## src/rtl/core_pkg.sv

```systemverilog
// core_pkg: shared types and constants for the RV32I multi-cycle sequencer.
//   state_e       : sequencer states
//   cls_t         : opcode class flags handed to the ALU
//   OP_*          : major opcode values (ir[6:0])
//   CAUSE_*       : trap_cause encodings
//   decode_class  : opcode -> class flags (at most one bit set)
//   is_legal_op   : opcode is one the sequencer knows how to step
package core_pkg;

  typedef enum logic [2:0] {
    FETCH     = 3'd0,
    DECODE    = 3'd1,
    EXECUTE   = 3'd2,
    MEM       = 3'd3,
    WRITEBACK = 3'd4,
    HALT      = 3'd5,
    TRAP      = 3'd6
  } state_e;

  typedef struct packed {
    logic lui;
    logic i_type;
    logic i_load;
    logic branch;
    logic store;
  } cls_t;

  localparam logic [6:0] OP_LUI    = 7'b0110111;
  localparam logic [6:0] OP_IMM    = 7'b0010011;
  localparam logic [6:0] OP_LOAD   = 7'b0000011;
  localparam logic [6:0] OP_STORE  = 7'b0100011;
  localparam logic [6:0] OP_BRANCH = 7'b1100011;
  localparam logic [6:0] OP_R      = 7'b0110011;
  localparam logic [6:0] OP_SYSTEM = 7'b1110011;

  localparam logic [1:0] CAUSE_ILLEGAL = 2'd0;
  localparam logic [1:0] CAUSE_IMEM_TO = 2'd1;
  localparam logic [1:0] CAUSE_DMEM_TO = 2'd2;

  function automatic cls_t decode_class(input logic [6:0] op);
    cls_t c;
    c        = '0;
    c.lui    = (op == OP_LUI);
    c.i_type = (op == OP_IMM);
    c.i_load = (op == OP_LOAD);
    c.branch = (op == OP_BRANCH);
    c.store  = (op == OP_STORE);
    return c;
  endfunction

  function automatic logic is_legal_op(input logic [6:0] op);
    return (op == OP_LUI) || (op == OP_IMM) || (op == OP_LOAD) ||
           (op == OP_STORE) || (op == OP_BRANCH) || (op == OP_R);
  endfunction

endpackage

```

## src/rtl/core_seq_timeout.sv

```systemverilog
// core_seq_timeout: loadable down-counter with saturation at zero.
// Used as a wait budget: load the budget on entry to a wait, decrement
// on every cycle the wait continues, expired_o flags the last allowed cycle.
//   clk, rst_n  : clock, async active-low reset (counter -> RST_VAL)
//   clr_i       : force count to zero (highest priority)
//   ld_i        : load ld_val_i
//   ld_val_i    : load value
//   en_i        : decrement by one, saturating at zero
//   expired_o   : count is zero
module core_seq_timeout #(
  parameter int unsigned   W       = 8,
  parameter logic [W-1:0]  RST_VAL = '0
) (
  input  logic         clk,
  input  logic         rst_n,
  input  logic         clr_i,
  input  logic         ld_i,
  input  logic [W-1:0] ld_val_i,
  input  logic         en_i,
  output logic         expired_o
);

  logic [W-1:0] cnt_q, cnt_d;

  always_comb begin
    cnt_d = cnt_q;
    if (clr_i)
      cnt_d = '0;
    else if (ld_i)
      cnt_d = ld_val_i;
    else if (en_i && (cnt_q != '0))
      cnt_d = cnt_q - W'(1);
  end

  always_ff @(posedge clk or negedge rst_n) begin
    if (!rst_n)
      cnt_q <= RST_VAL;
    else
      cnt_q <= cnt_d;
  end

  assign expired_o = (cnt_q == '0);

endmodule

```

## src/rtl/core_seq.sv

```systemverilog
// core_seq: multi-cycle control sequencer for the RV32I core. Owns pc and ir,
// decodes the opcode class for the ALU and runs the imem/dmem handshakes.
//
// Optional build macro: CORE_SEQ_MULDIV_STALL_EN -- when defined, R-type
// instructions with funct7 == 7'b0000001 hold EXECUTE for MULDIV_CYCLES cycles.
//
// Ports:
//   clk, rst_n                      clock, async active-low reset
//   imem_req/imem_ack/imem_rdata    instruction fetch handshake at address pc
//   dmem_req/dmem_we/dmem_ack       data access handshake (address from ALU)
//   alu_pc_load/alu_new_pc          ALU branch decision and target
//   pc, ir                          program counter, instruction register
//   is_lui .. is_store              registered class flags to the ALU
//   rf_we, retire                   one-cycle strobes in WRITEBACK
//   halted, trap, trap_cause        sticky terminal status
//
// state     | meaning
// FETCH     | imem_req high until imem_ack, ir captured on ack
// DECODE    | class flags latched from ir[6:0]; illegal -> TRAP, SYSTEM -> HALT
// EXECUTE   | ALU works combinationally; loads/stores go to MEM
// MEM       | dmem_req high until dmem_ack
// WRITEBACK | rf_we/retire strobe, pc update, flags cleared
// HALT      | terminal after ECALL/EBREAK, left only by reset
// TRAP      | terminal after a fault, left only by reset
module core_seq #(
  parameter logic [31:0] RESET_PC      = 32'h0000_0000,
  parameter int unsigned MEM_TIMEOUT   = 16,
  parameter int unsigned MULDIV_CYCLES = 4
) (
  input  logic        clk,
  input  logic        rst_n,
  output logic        imem_req,
  input  logic        imem_ack,
  input  logic [31:0] imem_rdata,
  output logic        dmem_req,
  output logic        dmem_we,
  input  logic        dmem_ack,
  input  logic        alu_pc_load,
  input  logic [31:0] alu_new_pc,
  output logic [31:0] pc,
  output logic [31:0] ir,
  output logic        is_lui,
  output logic        is_i_type,
  output logic        is_i_load_type,
  output logic        is_branch,
  output logic        is_store,
  output logic        rf_we,
  output logic        retire,
  output logic        halted,
  output logic        trap,
  output logic [1:0]  trap_cause
);
  import core_pkg::*;

  if (MEM_TIMEOUT < 1 || MEM_TIMEOUT > 255 || MULDIV_CYCLES < 1) begin : g_param_check
    $error("core_seq: MEM_TIMEOUT or MULDIV_CYCLES out of range");
  end

  // Budget loaded on wait entry; the wait may last exactly MEM_TIMEOUT cycles.
  localparam logic [7:0] TO_LOAD = 8'(MEM_TIMEOUT - 1);

  state_e      state_q, state_d;
  logic [31:0] pc_q, pc_d;
  logic [31:0] ir_q, ir_d;
  cls_t        cls_q, cls_d;
  logic        halted_q, halted_d;
  logic        trap_q, trap_d;
  logic [1:0]  cause_q, cause_d;

  logic        to_clr, to_ld, to_en, to_expired;
  logic [7:0]  to_ld_val;
  logic        writes_rd;

`ifdef CORE_SEQ_MULDIV_STALL_EN
  localparam logic [7:0] MD_LOAD = 8'(MULDIV_CYCLES - 1);
  logic md_q, md_d;
`endif

  core_seq_timeout #(
    .W       (8),
    .RST_VAL (TO_LOAD)
  ) u_timeout (
    .clk       (clk),
    .rst_n     (rst_n),
    .clr_i     (to_clr),
    .ld_i      (to_ld),
    .ld_val_i  (to_ld_val),
    .en_i      (to_en),
    .expired_o (to_expired)
  );

  // R-type writes a register too, but has no ALU class flag of its own.
  assign writes_rd = cls_q.lui | cls_q.i_type | cls_q.i_load | (ir_q[6:0] == OP_R);

  always_comb begin
    state_d   = state_q;
    pc_d      = pc_q;
    ir_d      = ir_q;
    cls_d     = cls_q;
    halted_d  = halted_q;
    trap_d    = trap_q;
    cause_d   = cause_q;
    imem_req  = 1'b0;
    dmem_req  = 1'b0;
    dmem_we   = 1'b0;
    rf_we     = 1'b0;
    retire    = 1'b0;
    to_clr    = 1'b0;
    to_ld     = 1'b0;
    to_ld_val = TO_LOAD;
    to_en     = 1'b0;
`ifdef CORE_SEQ_MULDIV_STALL_EN
    md_d      = md_q;
`endif

    case (state_q)
      FETCH: begin
        imem_req = 1'b1;
        if (imem_ack) begin
          ir_d    = imem_rdata;
          state_d = DECODE;
        end else if (to_expired) begin
          state_d = TRAP;
          trap_d  = 1'b1;
          cause_d = CAUSE_IMEM_TO;
        end else begin
          to_en = 1'b1;
        end
      end

      DECODE: begin
        cls_d = decode_class(ir_q[6:0]);
        if (ir_q[6:0] == OP_SYSTEM) begin
          state_d  = HALT;
          halted_d = 1'b1;
        end else if (is_legal_op(ir_q[6:0])) begin
          state_d = EXECUTE;
        end else begin
          state_d = TRAP;
          trap_d  = 1'b1;
          cause_d = CAUSE_ILLEGAL;
        end
`ifdef CORE_SEQ_MULDIV_STALL_EN
        // The wait counter is idle during EXECUTE, so it doubles as the stall timer.
        md_d = (ir_q[6:0] == OP_R) && (ir_q[31:25] == 7'b0000001);
        if (md_d) begin
          to_ld     = 1'b1;
          to_ld_val = MD_LOAD;
        end
`endif
      end

      EXECUTE: begin
`ifdef CORE_SEQ_MULDIV_STALL_EN
        if (md_q && !to_expired) begin
          to_en = 1'b1;
        end else
`endif
        begin
          if (cls_q.i_load || cls_q.store) begin
            state_d = MEM;
            to_ld   = 1'b1;
          end else begin
            state_d = WRITEBACK;
          end
        end
      end

      MEM: begin
        dmem_req = 1'b1;
        dmem_we  = cls_q.store;
        if (dmem_ack) begin
          state_d = WRITEBACK;
        end else if (to_expired) begin
          state_d = TRAP;
          trap_d  = 1'b1;
          cause_d = CAUSE_DMEM_TO;
        end else begin
          to_en = 1'b1;
        end
      end

      WRITEBACK: begin
        rf_we   = writes_rd && (ir_q[11:7] != 5'd0);
        retire  = 1'b1;
        pc_d    = (cls_q.branch && alu_pc_load) ? alu_new_pc : pc_q + 32'd4;
        cls_d   = '0;
        state_d = FETCH;
        to_ld   = 1'b1;
`ifdef CORE_SEQ_MULDIV_STALL_EN
        md_d    = 1'b0;
`endif
      end

      HALT, TRAP: begin
        to_clr = 1'b1;
      end

      default: begin
        state_d = TRAP;
        trap_d  = 1'b1;
        cause_d = CAUSE_ILLEGAL;
      end
    endcase
  end

  always_ff @(posedge clk or negedge rst_n) begin
    if (!rst_n) begin
      state_q  <= FETCH;
      pc_q     <= RESET_PC;
      ir_q     <= '0;
      cls_q    <= '0;
      halted_q <= 1'b0;
      trap_q   <= 1'b0;
      cause_q  <= 2'd0;
    end else begin
      state_q  <= state_d;
      pc_q     <= pc_d;
      ir_q     <= ir_d;
      cls_q    <= cls_d;
      halted_q <= halted_d;
      trap_q   <= trap_d;
      cause_q  <= cause_d;
    end
  end

`ifdef CORE_SEQ_MULDIV_STALL_EN
  always_ff @(posedge clk or negedge rst_n) begin
    if (!rst_n)
      md_q <= 1'b0;
    else
      md_q <= md_d;
  end
`endif

  assign pc             = pc_q;
  assign ir             = ir_q;
  assign is_lui         = cls_q.lui;
  assign is_i_type      = cls_q.i_type;
  assign is_i_load_type = cls_q.i_load;
  assign is_branch      = cls_q.branch;
  assign is_store       = cls_q.store;
  assign halted         = halted_q;
  assign trap           = trap_q;
  assign trap_cause     = cause_q;

endmodule

```

## config.mk

```make
export PLATFORM = sky130hd
export DESIGN_NAME = core_seq
export DESIGN_NICKNAME = d
export VERILOG_FILES = /design/src/rtl/core_pkg.sv /design/src/rtl/core_seq_timeout.sv /design/src/rtl/core_seq.sv
export SDC_FILE = /design/constraint.sdc
export NUM_CORES = 1
export LEC_CHECK = 0
export CELL_PAD_IN_SITES_DETAIL_PLACEMENT = 0
export CELL_PAD_IN_SITES_GLOBAL_PLACEMENT = 1
export CORE_MARGIN = 1
export CORE_UTILIZATION = 40
export DETAILED_ROUTE_END_ITERATION = 12
export DONT_BUFFER_PORTS = 1
export PLACE_DENSITY = 0.73
export SETUP_SLACK_MARGIN = 0.2
export SYNTH_ARGS = -nofsm -noshare
export SYNTH_HDL_FRONTEND = slang
export SYNTH_SLANG_ARGS = --single-unit
```

## constraint.sdc

```tcl
create_clock -name clk -period 4.8 [get_ports clk]
set_clock_uncertainty 0.05 [all_clocks]
set_input_delay 0.96 -clock clk [delete_from_list [all_inputs] [get_ports clk]]
set_output_delay 0.96 -clock clk [all_outputs]
set_load 0.01 [all_outputs]
```

## Word level (Yosys, flattened, before mapping)

Cells that the tools add are included.

- Flip-flop bits (word level): 84
- Bits of input ports: 69
- Output and inout bits: 78
- Word-level logic and storage cells: 95

- Add/sub/neg operators: 2
- Equality and inequality tests: 19
- Mux-type cells: 37
- Bitwise logic cells: 4
- Reduce and logical (&&, ||, !) cells: 21

Operator list:

| cell | count |
|---|---|
| $add A32 B3 Y32 const B | 1 |
| $mux W32 | 1 |
| $mux W8 | 3 |
| $eq A7 B6 Y1 const B | 3 |
| $mux W3 | 6 |
| $pmux W3 S6 | 1 |
| $mux W1 | 15 |
| $eq A7 B7 Y1 const B | 2 |
| $mux W2 | 6 |
| $ne A2 B2 Y1 const B | 6 |
| $pmux W5 S2 | 1 |
| $eq A3 B3 Y1 const B | 3 |
| $logic_not A8 Y1 | 1 |
| $pmux W2 S4 | 1 |
| $reduce_bool A8 Y1 | 1 |
| $sub A8 B1 Y8 const B | 1 |
| $eq A7 B2 Y1 const B | 1 |
| $eq A7 B5 Y1 const B | 1 |
| $reduce_and A7 Y1 | 1 |
| $eq A3 B2 Y1 const B | 2 |
| $logic_or A1 B1 Y1 | 6 |
| $reduce_and A5 Y1 | 1 |
| $reduce_bool A5 Y1 | 1 |
| $pmux W1 S2 | 2 |
| 11 further kinds | 16 |

## Logic depth before layout (Yosys ltp)

- Word-level depth: 9
- Depth in mapped cells: 9
- Depth with buffers taken out: 7

## By module

A second synthesis with hierarchy kept.

- Cells, all modules: 455
- Area, all modules: 4433.0 µm²

Modules (own cells, without submodules):

| module | instances | cells each | area an instance (µm²) | sequential area each (µm²) |
|---|---|---|---|---|
| core_seq | 1 | 394 | 3872.5 | 1901.8 |
| core_seq_timeout | 1 | 61 | 560.5 | 205.2 |

## Worst setup path after synthesis

Ideal clock, no wire load.

- Kind: flip-flop to output port
- From: register state_q[2]
- To: output port rf_we
- Data arrival time: 1467 ps
- Required time: 3790 ps
- Path slack: 2323 ps
- Cell stages (with the launch flop): 9
- Path buffers: 3
- Path through: dfrtp_1 > buf_4 > inv_2 > or3_1 > buf_6 > inv_6 > buf_2 > o21ai_0 > nor2_1

- Word-level cells in the longest chain between the ends: 2

Ends and longest elaborated chain:

| what | RTL line | source |
|---|---|---|
| start, declared | core_seq.sv:62 | `state_e state_q, state_d;` |
| start signal, assigned | core_seq.sv:217 | `state_q <= state_d;` |
| $eq A3 B3 Y1 | core_seq.sv:116 | `case (state_q)` |
| $mux W1 | core_seq.sv:116 |  |
| end, declared | core_seq.sv:47 | `output logic rf_we,` |

No other way between the ends.

## Worst setup path in the final report

Same ends and word-level chain as after synthesis.

==> key figures <==
Power and ir drop
  • Sw Share: 20.1%
  • Pwr Density: 278 nW/µm²
  • Seq pwr share: 53.5%
  • Int Power: 1.06 mW
  • Max IR drop VDD: 0.000130 V
  • Clock power share: 46.4%
  • Leak Pwr: 2.03 nW
  • Comb pwr share: 0.1%
  • Sw power: 0.266 mW
  • Overall Power: 1.32 mW

Clocking
  • CTS tree: done
  • CTS buffer count: 9
  • CTS Root Cell: clkbuf_8
  • Bufs on Longest Clock Path: 2
  • H-tree Lvls: 3
  • Worst-path clk slew: 90 ps
  • Post-CTS sizing: 0
  • CTS Sinks: 84
  • Latest clock arrival within the worst-skew pair: 360 ps
  • Hold-fix buffers, CTS: 0
  • Post-CTS Setup Repair Bufs: 0

Timing
  • Final Hold Viols: 0
  • Fin crit share: 67.9%
  • Min cycle time layout: 3260 ps
  • Worst setup margin: 1540 ps
  • Max-slew headroom: 35.4%
  • Fmax: 307 MHz
  • RSZ-0062 raised after global routing: no
  • Fin Hold WS: 235 ps
  • TNS Setup: 0 ps
  • Fin. max-slew vios: 0
  • Final setup viols: 0
  • Worst slew pin tran: 965 ps

Logic synthesis
  • Main combinational cell family by area after synthesis: simple AND/OR/NAND/NOR gates
  • Post-synthesis mux area share: 9.09%
  • Synth cell types: 70
  • Synth Area in Adders: 0.842%
  • Synth top area cells: dfrtp_1 45%, mux2_2 9.1%, a21oi_1 4.0%, nand2_1 3.0%, dfstp_2 2.4%
  • Async SR Flop Fraction: 100%
  • Top_reg_cell synth: dfrtp_1
  • Yosys warning total: 0
  • Synthesized area per cell: 10.1 µm²
  • Register bit total from synthesis: 84
  • Post-synth EDFFs: 0
  • Net Count, Synth: 512
  • Simple-Gate Fraction of Synth Area: 21.2%
  • Post-synthesis sequential area ratio: 47.3%
  • Post-synthesis xor/xnor area fraction: 0.589%
  • Most frequent cells after synthesis: 80 x dfrtp_1, 36 x a21oi_1, 36 x mux2_2, 36 x nand2_1, 28 x nor2_1
  • Synth Area in Compound Gates: 17.0%
  • Most frequent cell after synthesis: dfrtp_1
  • Mapped Cells: 440
  • Post-Syn Area: 4460 µm²
  • Post-synth top area share: 44.9%
  • Largest area contributor in the netlist: dfrtp_1

Floorplanning
  • # rows: 38
  • Core area: 10800 µm²
  • Die Wd: 108 µm
  • Die area: 11600 µm²
  • Die Y: 108 µm
  • # IOs: 147
  • Initial core utilization: 41.1%

Detailed routing
  • Wire length on met2: 5000 µm
  • Post-route DRC violation count: 0
  • Drt first pass iters: 4
  • Initial DRC count: 200
  • M1 WL: 4730 µm
  • Final WL: 10900 µm
  • Via density: 5.97
  • Routed Antenna Nets: 0
  • Met3 WL post-DR: 927 µm
  • DR vias: 3425
  • Per-cell routed wire length: 18.9 µm
  • Top Layer Used: met4

Worst setup path
  • WP data required: 3790 ps
  • Reg-to-Reg Start: state_q[0]$_DFFE_PN0P_
  • Crit. path cell count: 6
  • Crit start category: register
  • Slowest stage cell, crit path: dfrtp_1
  • Cell Chain, Critical Path: inv_2, or3_1, buf_4, inv_6, o21ai_0, nor2_1
  • FF-to-FF setup slack: 2350 ps
  • R2R Path End: trap_cause[0]$_DFFE_PN0P_
  • Worst Setup EP: rf_we
  • Crit path buffers/inverters: 3
  • Largest stage delay on the critical path: 510 ps
  • CP top delay family: buffers and inverters
  • Crit path from: state_q[2]$_DFFE_PN0P_
  • Maximum fanout along the worst path: 45
  • Crit path DAT: 2250 ps
  • Crit end category: output port
  • R2R cell count: 6
  • WS Path Type: reg2out

Hold path
  • Worst hold path class: in2async

Layout
  • Reg area: 2110 µm²
  • Nets: 500
  • Proportion of layout cells with a drive suffix above 1: 18.2%
  • Layout area overhead: 6.57%
  • Fillers: 1061
  • Multi-input gate area: 2170 µm²

Flow run
  • Max-Cap Viols: 0

Global route
  • Largest net degree at the start of global routing: 85
  • Global route overflow: 0
  • Gr usage total: 19.7%
  • Initial antenna violation count: 0
  • First-pass GRT wire length: 17700 µm
  • Vias in the first global route: 3437

Placed design
  • PortBufs: 0
  • Routability cong.: 0.806
  • HPWL after DPL: 7450 µm
  • Pre-CTS WS: 1930 ps

Outcome
  • Status: complete, no violations
==> cells by family after synthesis <==
| family | after synthesis |
|---|---|
| mux | 36 |
| flops | 84 |
| compound gates | 114 |
| buf+inv | 33 |
| fa+ha+maj | 3 |
| simple gates | 167 |
| xor+xnor | 3 |
==> cells in the final DEF (no fill, tap or decap), types with 9 or more instances in the layout <==
cell | netlist | final
dfrtp_1 | 80 | 80
a21oi_1 | 36 | 36
mux2_2 | 36 | 36
nand2_1 | 36 | 35
nor2_1 | 28 | 28
nor3_1 | 19 | 19
o21ai_0 | 18 | 18
nand3_1 | 17 | 17
and3_1 | 10 | 10
o22ai_1 | 9 | 9
clkbuf_8 | 0 | 9
==> how the worst min path moves through the flow <==
stage	to	slack, ps	cells past startpoint
floorplan	trap$_DFFE_PN0P_	450	1
global placement	trap$_DFFE_PN0P_	470	1
CTS	pc[13]$_DFFE_PN0P_	220	0
finish	pc[9]$_DFFE_PN0P_	230	0
global route	pc[26]$_DFFE_PN0P_	210	0
detailed placement	trap$_DFFE_PN0P_	470	1
==> power by group through the flow <==
stage                     sequential (mW)  clock [mW]  combinational [mW]
final                               0.707       0.612             0.00114
after global placement              0.721           0             0.00115
after global routing                0.707       0.660             0.00121
after floorplan                     0.721           0             0.00107
after detailed placement            0.721           0             0.00114
after CTS                           0.707       0.630             0.00114
==> routing by layer <==
| metal | global-route usage [%] | vias to the layer above |
|---|---|---|
| met5 | 0 | - |
| met4 | 7.93 | 0 |
| met3 | 6.78 | 16 |
| met2 | 31.6 | 129 |
| met1 | 24.2 | 1655 |
| li1 | - | 1625 |
==> metrics by stage <==
stage | utilization, % | cells | instance area [µm²]
after global placement | 41.6 | 557 | 4510
after detailed placement | 41.6 | 557 | 4510
after CTS | 43.8 | 573 | 4750
after global routing | 43.8 | 573 | 4750
final | 43.8 | 574 | 4750
after floorplan | - | 440 | 4460
==> layout make-up <==
type                            count  area share, %
Antenna cell                        1         0.0527
Sequential cell                    84           44.3
Inverter                            7          0.658
Clock buffer                       10           2.69
Multi-Input combinational cell    323           45.8
Timing Repair Buffer                3          0.474
Clock inverter                      6           2.34
Tap cell                          140           3.69
==> flip-flops by register name, indices dropped and copies added, names as in the netlist <==
signal,cells
state_q,3
trap_cause,2
pc,32
u_timeout.cnt_q,8
is_lui,1
trap,1
is_store,1
ir,32
halted,1
is_branch,1
is_i_type,1
is_i_load_type,1
Note: power is estimated with default switching activity, not from simulation.
